**src/rtl/spu_pkg.sv**
```systemverilog
// SPU shared definitions: opcodes, instruction formats, element widths,
// shift kinds and the Simple Fixed 2 pipeline bundles.
package spu_pkg;

    localparam logic [0:10] OP_SHLH    = 11'b00001011111;
    localparam logic [0:10] OP_SHL     = 11'b00001011011;
    localparam logic [0:10] OP_ROTH    = 11'b00001011100;
    localparam logic [0:10] OP_ROT     = 11'b00001011000;
    localparam logic [0:10] OP_ROTHM   = 11'b00001011101;
    localparam logic [0:10] OP_ROTM    = 11'b00001011001;
    localparam logic [0:10] OP_ROTMAH  = 11'b00001011110;
    localparam logic [0:10] OP_ROTMA   = 11'b00001011010;
    localparam logic [0:10] OP_SHLHI   = 11'b00001111111;
    localparam logic [0:10] OP_SHLI    = 11'b00001111011;
    localparam logic [0:10] OP_ROTHI   = 11'b00001111100;
    localparam logic [0:10] OP_ROTI    = 11'b00001111000;
    localparam logic [0:10] OP_ROTHMI  = 11'b00001111101;
    localparam logic [0:10] OP_ROTMI   = 11'b00001111001;
    localparam logic [0:10] OP_ROTMAHI = 11'b00001111110;
    localparam logic [0:10] OP_ROTMAI  = 11'b00001111010;

    typedef enum logic [2:0] {
        FMT_RR  = 3'd0,
        FMT_RI7 = 3'd2
    } fmt_e;

    localparam int HW_W = 16;
    localparam int WD_W = 32;
    localparam int HW_N = 8;
    localparam int WD_N = 4;

    typedef enum logic [1:0] {
        SH_SHL,
        SH_ROT,
        SH_ROTM,
        SH_ROTMA
    } sh_kind_e;

    typedef struct packed {
        logic [0:10]  op;
        logic [2:0]   fmt;
        logic [6:0]   rt_addr;
        logic [0:127] ra;
        logic [0:127] rb;
        logic [5:0]   icnt;
        logic         we;
    } s1_t;

    typedef struct packed {
        logic [0:127] rt;
        logic [6:0]   addr;
        logic         we;
    } wb_t;

endpackage

```
**src/rtl/sf2_shifter.sv**
```systemverilog
// Simple Fixed 2 element shifter: one halfword (low 16 bits) or one word.
// Ports: data/cnt/wide/kind in, res out (halfword result in res[15:0]).
module sf2_shifter
    import spu_pkg::*;
(
    input  logic [31:0] data,
    input  logic [5:0]  cnt,
    input  logic        wide,
    input  sh_kind_e    kind,
    output logic [31:0] res
);

    logic [5:0]         amt;
    logic               over;
    logic [15:0]        h;
    logic [31:0]        hh;
    logic [63:0]        ww;
    logic signed [15:0] sh;
    logic signed [31:0] sw;

    always_comb begin
        h = data[15:0];
        // right-shift forms take the negated count; masking to 5/6 bits
        // gives the mod 32 / mod 64 wrap
        if (kind == SH_ROTM || kind == SH_ROTMA)
            amt = wide ? 6'd0 - cnt : {1'b0, 5'd0 - cnt[4:0]};
        else
            amt = wide ? cnt : {1'b0, cnt[4:0]};
        over = wide ? amt[5] : amt[4];
        hh = {h, h} << amt[3:0];
        ww = {data, data} << amt[4:0];
        sh = $signed(h) >>> amt[3:0];
        sw = $signed(data) >>> amt[4:0];
        res = '0;
        unique case (kind)
            SH_SHL: begin
                if (!over)
                    res = wide ? data << amt[4:0]
                               : {16'h0, h << amt[3:0]};
            end
            SH_ROT: begin
                res = wide ? ww[63:32] : {16'h0, hh[31:16]};
            end
            SH_ROTM: begin
                if (!over)
                    res = wide ? data >> amt[4:0]
                               : {16'h0, h >> amt[3:0]};
            end
            SH_ROTMA: begin
                if (wide)
                    res = over ? {32{data[31]}} : sw;
                else
                    res = {16'h0, over ? {16{h[15]}} : sh};
            end
            default: res = '0;
        endcase
    end

endmodule

```
**src/rtl/simple_fixed_2.sv**
```systemverilog
// SPU Simple Fixed 2: 3-stage 128-bit SIMD shift/rotate unit (8x16, 4x32).
// In: clk, reset (async low), op, format, rt_addr, ra, rb, imm, reg_write.
// Out: rt_wb, rt_addr_wb, reg_write_wb. SF2_IMM_FORMS_EN enables RI7 forms.
module simple_fixed_2
    import spu_pkg::*;
(
    input  logic         clk,
    input  logic         reset,
    input  logic [0:10]  op,
    input  logic [2:0]   format,
    input  logic [6:0]   rt_addr,
    input  logic [0:127] ra,
    input  logic [0:127] rb,
    input  logic [0:17]  imm,
    input  logic         reg_write,
    output logic [0:127] rt_wb,
    output logic [6:0]   rt_addr_wb,
    output logic         reg_write_wb
);

    s1_t      s1;
    wb_t      s2, s3, s2_d;
    logic     rr, ri, ok, wide;
    sh_kind_e kind;

    logic [31:0]     h_res [HW_N];
    logic [31:0]     w_res [WD_N];
    logic [0:127]    res_h, res_w;
    logic [HW_N-1:0] unused_h;
    logic            unused_ok;

    always_comb begin
        rr = s1.fmt == FMT_RR;
`ifdef SF2_IMM_FORMS_EN
        ri = s1.fmt == FMT_RI7;
`else
        ri = 1'b0;
`endif
        ok   = 1'b0;
        wide = 1'b0;
        kind = SH_SHL;
        unique case (1'b1)
            rr && s1.op == OP_SHLH:    begin ok = 1'b1; kind = SH_SHL; end
            rr && s1.op == OP_ROTH:    begin ok = 1'b1; kind = SH_ROT; end
            rr && s1.op == OP_ROTHM:   begin ok = 1'b1; kind = SH_ROTM; end
            rr && s1.op == OP_ROTMAH:  begin ok = 1'b1; kind = SH_ROTMA; end
            rr && s1.op == OP_SHL:     begin ok = 1'b1; wide = 1'b1; kind = SH_SHL; end
            rr && s1.op == OP_ROT:     begin ok = 1'b1; wide = 1'b1; kind = SH_ROT; end
            rr && s1.op == OP_ROTM:    begin ok = 1'b1; wide = 1'b1; kind = SH_ROTM; end
            rr && s1.op == OP_ROTMA:   begin ok = 1'b1; wide = 1'b1; kind = SH_ROTMA; end
            ri && s1.op == OP_SHLHI:   begin ok = 1'b1; kind = SH_SHL; end
            ri && s1.op == OP_ROTHI:   begin ok = 1'b1; kind = SH_ROT; end
            ri && s1.op == OP_ROTHMI:  begin ok = 1'b1; kind = SH_ROTM; end
            ri && s1.op == OP_ROTMAHI: begin ok = 1'b1; kind = SH_ROTMA; end
            ri && s1.op == OP_SHLI:    begin ok = 1'b1; wide = 1'b1; kind = SH_SHL; end
            ri && s1.op == OP_ROTI:    begin ok = 1'b1; wide = 1'b1; kind = SH_ROT; end
            ri && s1.op == OP_ROTMI:   begin ok = 1'b1; wide = 1'b1; kind = SH_ROTM; end
            ri && s1.op == OP_ROTMAI:  begin ok = 1'b1; wide = 1'b1; kind = SH_ROTMA; end
            default: ok = 1'b0;
        endcase
    end

    for (genvar i = 0; i < HW_N; i++) begin : g_h
        logic [5:0] c;
        assign c = ri ? s1.icnt : {1'b0, s1.rb[HW_W*i+11 +: 5]};
        sf2_shifter u_sh (
            .data ({16'h0, s1.ra[HW_W*i +: HW_W]}),
            .cnt  (c),
            .wide (1'b0),
            .kind (kind),
            .res  (h_res[i])
        );
        assign res_h[HW_W*i +: HW_W] = h_res[i][15:0];
        assign unused_h[i] = |h_res[i][31:16];
    end

    for (genvar j = 0; j < WD_N; j++) begin : g_w
        logic [5:0] c;
        assign c = ri ? s1.icnt : s1.rb[WD_W*j+26 +: 6];
        sf2_shifter u_sh (
            .data (s1.ra[WD_W*j +: WD_W]),
            .cnt  (c),
            .wide (1'b1),
            .kind (kind),
            .res  (w_res[j])
        );
        assign res_w[WD_W*j +: WD_W] = w_res[j];
    end

    // only the count fields of rb and the low imm bits matter
    assign unused_ok = ^{imm[0:11], s1.rb, unused_h};

    always_comb begin
        s2_d      = '0;
        s2_d.rt   = ok ? (wide ? res_w : res_h) : '0;
        s2_d.addr = s1.rt_addr;
        s2_d.we   = ok & s1.we;
    end

    always_ff @(posedge clk or negedge reset) begin
        if (!reset) begin
            s1 <= '0;
            s2 <= '0;
            s3 <= '0;
        end else begin
            s1.op      <= op;
            s1.fmt     <= format;
            s1.rt_addr <= rt_addr;
            s1.ra      <= ra;
            s1.rb      <= rb;
            s1.icnt    <= imm[12:17];
            s1.we      <= reg_write;
            s2         <= s2_d;
            s3         <= s2;
        end
    end

    assign rt_wb        = s3.rt;
    assign rt_addr_wb   = s3.addr;
    assign reg_write_wb = s3.we;

endmodule

```
**config.mk**
```make
export PLATFORM = sky130hd
export DESIGN_NAME = simple_fixed_2
export DESIGN_NICKNAME = d
export VERILOG_FILES = /design/src/rtl/spu_pkg.sv /design/src/rtl/sf2_shifter.sv /design/src/rtl/simple_fixed_2.sv
export SDC_FILE = /design/constraint.sdc
export NUM_CORES = 2
export LEC_CHECK = 0
export CAP_MARGIN = 20
export CORE_MARGIN = 5
export CORE_UTILIZATION = 35
export CTS_CLUSTER_DIAMETER = 50
export CTS_CLUSTER_SIZE = 30
export DETAILED_ROUTE_END_ITERATION = 10
export PLACE_DENSITY = 0.52
export SYNTH_ARGS = -nofsm -noshare
export SYNTH_HDL_FRONTEND = slang
export SYNTH_SLANG_ARGS = --single-unit
```
**constraint.sdc**
```tcl
create_clock -name clk -period 6.2 [get_ports clk]
set_input_delay 1.86 -clock clk [delete_from_list [all_inputs] [get_ports clk]]
set_output_delay 1.86 -clock clk [all_outputs]
set_load 0.02 [all_outputs]
```
==> impl_results.html <==
<table>
<tr><th>Metric</th><th>Value</th></tr>
<tr><th colspan="2">Run status</th></tr>
<tr><td>Outcome</td><td>complete, no violations</td></tr>
<tr><th colspan="2">Critical path</th></tr>
<tr><td>Worst Path Buf+Inv</td><td>5</td></tr>
<tr><td>Worst path slowest cell</td><td>sky130_fd_sc_hd__nor4_1</td></tr>
<tr><td>Startpoint types</td><td>flip-flop</td></tr>
<tr><td>Cell Chain, Critical Path</td><td>nor4b_4 -&gt; nand4_1 -&gt; buf_4 -&gt; buf_4 -&gt; o21ai_0 -&gt; and2_1 -&gt; buf_4 -&gt; mux4_2 -&gt; inv_1 -&gt; o22ai_1 -&gt; o221a_1 -&gt; nor4_1 -&gt; buf_4</td></tr>
<tr><td>Kind of cell adding the most delay to the critical path</td><td>simple AND/OR/NAND/NOR gates</td></tr>
<tr><td>Critical register-to-register path startpoint</td><td>s1[280]</td></tr>
<tr><td>Total stage count of the critical path</td><td>13</td></tr>
<tr><td>Cell mode on critical path</td><td>sky130_fd_sc_hd__buf_4</td></tr>
<tr><td>Arrival time reported for the critical path endpoint</td><td>6080 ps</td></tr>
<tr><td>Launching element of the worst setup path</td><td>s1[280]</td></tr>
<tr><td>Crit path required time</td><td>6810 ps</td></tr>
<tr><td>Category of the worst setup path capture point</td><td>flip-flop</td></tr>
<tr><td>R2r worst-path depth</td><td>13</td></tr>
<tr><td>Critical Path Fanout Max</td><td>42</td></tr>
<tr><td>Critical Setup Path Class</td><td>flip-flop to flip-flop</td></tr>
<tr><td>CP max stage delay</td><td>830 ps</td></tr>
<tr><th colspan="2">Finish</th></tr>
<tr><td>Final cell count without fillers</td><td>8582</td></tr>
<tr><td>Share of layout cells above drive strength 1</td><td>12.40%</td></tr>
<tr><td>Filler instances</td><td>14410</td></tr>
<tr><td>Post-Route Utilization</td><td>41.18%</td></tr>
<tr><td>Signed area change from the synthesized netlist to the final layout</td><td>17.31%</td></tr>
<tr><td># nets final</td><td>6967</td></tr>
<tr><th colspan="2">Die</th></tr>
<tr><td>Die outline height</td><td>383.4 µm</td></tr>
<tr><td>Die X-Extent</td><td>383.4 µm</td></tr>
<tr><td>Number of top-level pins</td><td>434</td></tr>
<tr><td>Rows</td><td>137</td></tr>
<tr><td>Area enclosed by the die boundary</td><td>0.1470 mm²</td></tr>
<tr><td>Area of the core</td><td>0.1390 mm²</td></tr>
<tr><td>Starting density of the core</td><td>35.10%</td></tr>
<tr><th colspan="2">Global routing</th></tr>
<tr><td>Total overflow reported by the global router</td><td>0</td></tr>
<tr><td>Largest net degree at the start of global routing</td><td>102</td></tr>
<tr><td>Wire length of the first global-routing pass</td><td>416.0 mm</td></tr>
<tr><td>Global-route usage over all layers</td><td>38.38%</td></tr>
<tr><td>Via count of the first global-routing pass</td><td>55160</td></tr>
<tr><td>Antenna violations before repair</td><td>17</td></tr>
<tr><th colspan="2">Timing</th></tr>
<tr><td>Number of hold-slack violations in the final timing report</td><td>0</td></tr>
<tr><td>Final Max Slew Viols</td><td>0</td></tr>
<tr><td>Minimum clock period</td><td>5469 ps</td></tr>
<tr><td>Relative slew slack</td><td>21.53%</td></tr>
<tr><td>Clock Skews</td><td>27.90 ps</td></tr>
<tr><td>Final cycle utilization of the critical path</td><td>88.21%</td></tr>
<tr><td>Finish-stage setup viols</td><td>0</td></tr>
<tr><td>RSZ-0062 raised after global routing</td><td>no</td></tr>
<tr><td>Total negative slack for setup checks</td><td>0 ps</td></tr>
<tr><td>Worst-margin pin slew</td><td>1165 ps</td></tr>
<tr><td>Highest achievable clock rate</td><td>182.9 MHz</td></tr>
<tr><th colspan="2">Yosys</th></tr>
<tr><td>EDFF count, synth</td><td>0</td></tr>
<tr><td>Main area contributors after synthesis</td><td>sky130_fd_sc_hd__dfrtp_1, sky130_fd_sc_hd__mux2i_1, sky130_fd_sc_hd__nand2_1</td></tr>
<tr><td>Async set or reset register ratio after synthesis</td><td>100.0%</td></tr>
<tr><td>Sequential fraction of the synthesis area</td><td>23.90%</td></tr>
<tr><td>Distinct cell type count of the synthesized netlist</td><td>112</td></tr>
<tr><td>Share of the synthesized area in the top cell type</td><td>23.90%</td></tr>
<tr><td>Synthesized netlist net count</td><td>6836</td></tr>
<tr><td>Main synth FF type</td><td>sky130_fd_sc_hd__dfrtp_1</td></tr>
<tr><td>Yosys Warn Count</td><td>0</td></tr>
<tr><td>Total of flip-flops plus latches after synthesis</td><td>466</td></tr>
<tr><td>Post-synthesis cell area</td><td>0.04880 mm²</td></tr>
<tr><td>Number of standard cells after synthesis</td><td>6530</td></tr>
<tr><td>Average size of a mapped cell</td><td>7.473 µm²</td></tr>
<tr><td>Cell type with the highest aggregate area in the netlist</td><td>sky130_fd_sc_hd__dfrtp_1</td></tr>
<tr><th colspan="2">Clocking</th></tr>
<tr><td>Clock transition at path regs</td><td>80 ps</td></tr>
<tr><td>Count of H-tree levels built during CTS</td><td>2</td></tr>
<tr><td>Number of sinks on the clock net</td><td>466</td></tr>
<tr><td>Setup fix buffers added after clock tree synthesis</td><td>0</td></tr>
<tr><td>Clk buf depth</td><td>3</td></tr>
<tr><td>TritonCTS clock tree</td><td>done</td></tr>
<tr><td>Number of buffers created by CTS</td><td>50</td></tr>
<tr><td>Root Buffer</td><td>sky130_fd_sc_hd__clkbuf_16</td></tr>
<tr><td>Insertion delay to the later sink of the worst-skew pair</td><td>680 ps</td></tr>
<tr><td>Post-CTS sizing</td><td>0</td></tr>
<tr><td>Cts-stage hold buffer count</td><td>0</td></tr>
<tr><th colspan="2">Placed design</th></tr>
<tr><td>Last weighted congestion value of the routability-driven placer</td><td>1.041</td></tr>
<tr><td>Half-perimeter wire length of the detailed placement result</td><td>223.5 mm</td></tr>
<tr><td>Post-placement cell count</td><td>8484</td></tr>
<tr><td>Port Buf Inserts</td><td>331</td></tr>
<tr><th colspan="2">Route</th></tr>
<tr><td>Post-route DRC violation count</td><td>0</td></tr>
<tr><td>Final routed wire length divided by cell count</td><td>34.52 µm</td></tr>
<tr><td>DRT Wirelength</td><td>296.3 mm</td></tr>
<tr><td>Via count</td><td>58350</td></tr>
<tr><td>Vias per inst</td><td>6.799</td></tr>
<tr><td>Number of violations reported at the end of detailed-routing iteration 0</td><td>8915</td></tr>
<tr><td>Length of the first detailed-routing pass in iterations</td><td>7</td></tr>
<tr><td>Final antenna-violating net count</td><td>0</td></tr>
<tr><th colspan="2">Worst hold path</th></tr>
<tr><td>Type of the worst min-delay path</td><td>flip-flop to flip-flop</td></tr>
<tr><td>Startpoint of the most critical hold path</td><td>s2[12]</td></tr>
<tr><td>Cell count of the worst hold path</td><td>0</td></tr>
<tr><th colspan="2">Power</th></tr>
<tr><td>Cell Pwr Density</td><td>174.3 mW/mm²</td></tr>
<tr><td>Leakage power figure</td><td>0.02276 µW</td></tr>
<tr><td>Largest vdd supply drop</td><td>0.0002185 V</td></tr>
<tr><th colspan="2">Run</th></tr>
<tr><td>Maximum Capacitance Violations</td><td>0</td></tr>
</table>
worst reg2reg max path, cell delays in order, from the launching register on:
cell and delay (ps):
sky130_fd_sc_hd__dfrtp_1 410, sky130_fd_sc_hd__nor4b_4 790, sky130_fd_sc_hd__nand4_1 420, sky130_fd_sc_hd__buf_4 390
sky130_fd_sc_hd__buf_4 310, sky130_fd_sc_hd__o21ai_0 210, sky130_fd_sc_hd__and2_1 240, sky130_fd_sc_hd__buf_4 450
sky130_fd_sc_hd__mux4_2 660, sky130_fd_sc_hd__inv_1 80, sky130_fd_sc_hd__o22ai_1 60, sky130_fd_sc_hd__o221a_1 330
sky130_fd_sc_hd__nor4_1 830, sky130_fd_sc_hd__buf_4 240
through the flow:
step                      hold slack [ps]  area, µm²  total power (µW)  worst slack, ps
final                               340.8      57240              9979            731.1
after global routing                347.9      57230             10340            724.0
after CTS                           345.1      57230              9957            924.8
after detailed placement            334.7      55360              6570            956.1
after global placement              331.3      55350              6587            953.1
after floorplan                     331.2      48800              5179             1768
placed cells by master (no fill, tap or decap), types with 128 or more instances in the layout:
cell type and instances:
sky130_fd_sc_hd__nand3_1 205, sky130_fd_sc_hd__o21ai_0 581, sky130_fd_sc_hd__buf_4 369, sky130_fd_sc_hd__a211oi_1 170, sky130_fd_sc_hd__mux2i_1 419, sky130_fd_sc_hd__clkdlybuf4s50_1 330, sky130_fd_sc_hd__nor3_1 221, sky130_fd_sc_hd__nand2_1 804
sky130_fd_sc_hd__a21oi_1 597, sky130_fd_sc_hd__o211ai_1 142, sky130_fd_sc_hd__nor2_1 560, sky130_fd_sc_hd__a31oi_1 128, sky130_fd_sc_hd__dfrtp_1 460
sequential cells by signal, indices dropped and copies added (netlist names):
register      count
g_w.c             4
reg_write_wb      1
s2              136
s1              150
g_h.c            40
rt_addr_wb        7
rt_wb           128
final timing paths:
kind,to,slack (ps)
hold / removal,rt_wb[123],340
hold reg to reg,rt_wb[123],340
max in group asynchronous,g_h[7].c[3],3880
setup reg to reg,s2[90],730
min in group asynchronous,s1[175],1190
setup / recovery,s2[90],730
cell families (layout without fill, tap and decap cells):
family / Yosys count / in the layout / synth area share [%]
adder cells (fa/ha/maj): 8 / 8 / 0.2051
multiplexers: 625 / 625 / 15.46
AO/OA/AOI/OAI: 2458 / 2458 / 32.53
other: 0 / 4 / 0
XOR/XNOR: 56 / 56 / 1.067
AND/OR/NAND/NOR: 2205 / 2205 / 20.61
buffers and inverters: 712 / 884 / 6.223
flip-flops: 466 / 466 / 23.90
routing by layer:
| layer | track usage [%] | part of all wire, % |
|---|---|---|
| met5 | 0.4299 | 0.072 |
| met4 | 20.25 | 6.6 |
| met3 | 8.300 | 10 |
| met2 | 57.66 | 42 |
| met1 | 51.66 | 40 |
area by class of cell:
class	instances	area, µm²	share of cell area, %
multi-input combinational	5352	34530	60.32
sequential	466	11680	20.40
timing repair buffer	725	6571	11.48
clock inverter	34	475.5	0.8306
antenna	4	10.01	0.01749
inverter	66	247.7	0.4328
tap	1876	2347	4.100
clock buffer	59	1389	2.426
power by group:
group / internal, µW / switching (µW) / total (µW)
clock: 1850 / 1470 / 3320
combinational: 1110 / 2220 / 3340
sequential: 3110 / 214 / 3320
total: 6070 / 3910 / 9980
cells in the mapped netlist (47+ instances only):
cell type                  number
sky130_fd_sc_hd__o22ai_1      113
sky130_fd_sc_hd__o31ai_1       49
sky130_fd_sc_hd__a21o_1        51
sky130_fd_sc_hd__mux2_2       107
sky130_fd_sc_hd__nor2b_1       47
sky130_fd_sc_hd__a31oi_1      128
sky130_fd_sc_hd__a21oi_1      601
sky130_fd_sc_hd__inv_1         59
sky130_fd_sc_hd__a22oi_1       47
sky130_fd_sc_hd__dfrtp_1      466
sky130_fd_sc_hd__o21ai_0      582
sky130_fd_sc_hd__nand2_1      811
sky130_fd_sc_hd__and2_1        63
sky130_fd_sc_hd__mux2i_1      424
sky130_fd_sc_hd__mux4_2        92
sky130_fd_sc_hd__a211oi_1     170
sky130_fd_sc_hd__nand3_1      206
sky130_fd_sc_hd__buf_2        144
sky130_fd_sc_hd__a221oi_1      52
sky130_fd_sc_hd__o211ai_1     142
sky130_fd_sc_hd__o221ai_1      51
sky130_fd_sc_hd__nor3_1       224
sky130_fd_sc_hd__buf_1         59
sky130_fd_sc_hd__nor2_1       570
sky130_fd_sc_hd__clkbuf_1     403
Note: power is estimated with default switching activity, not from simulation.
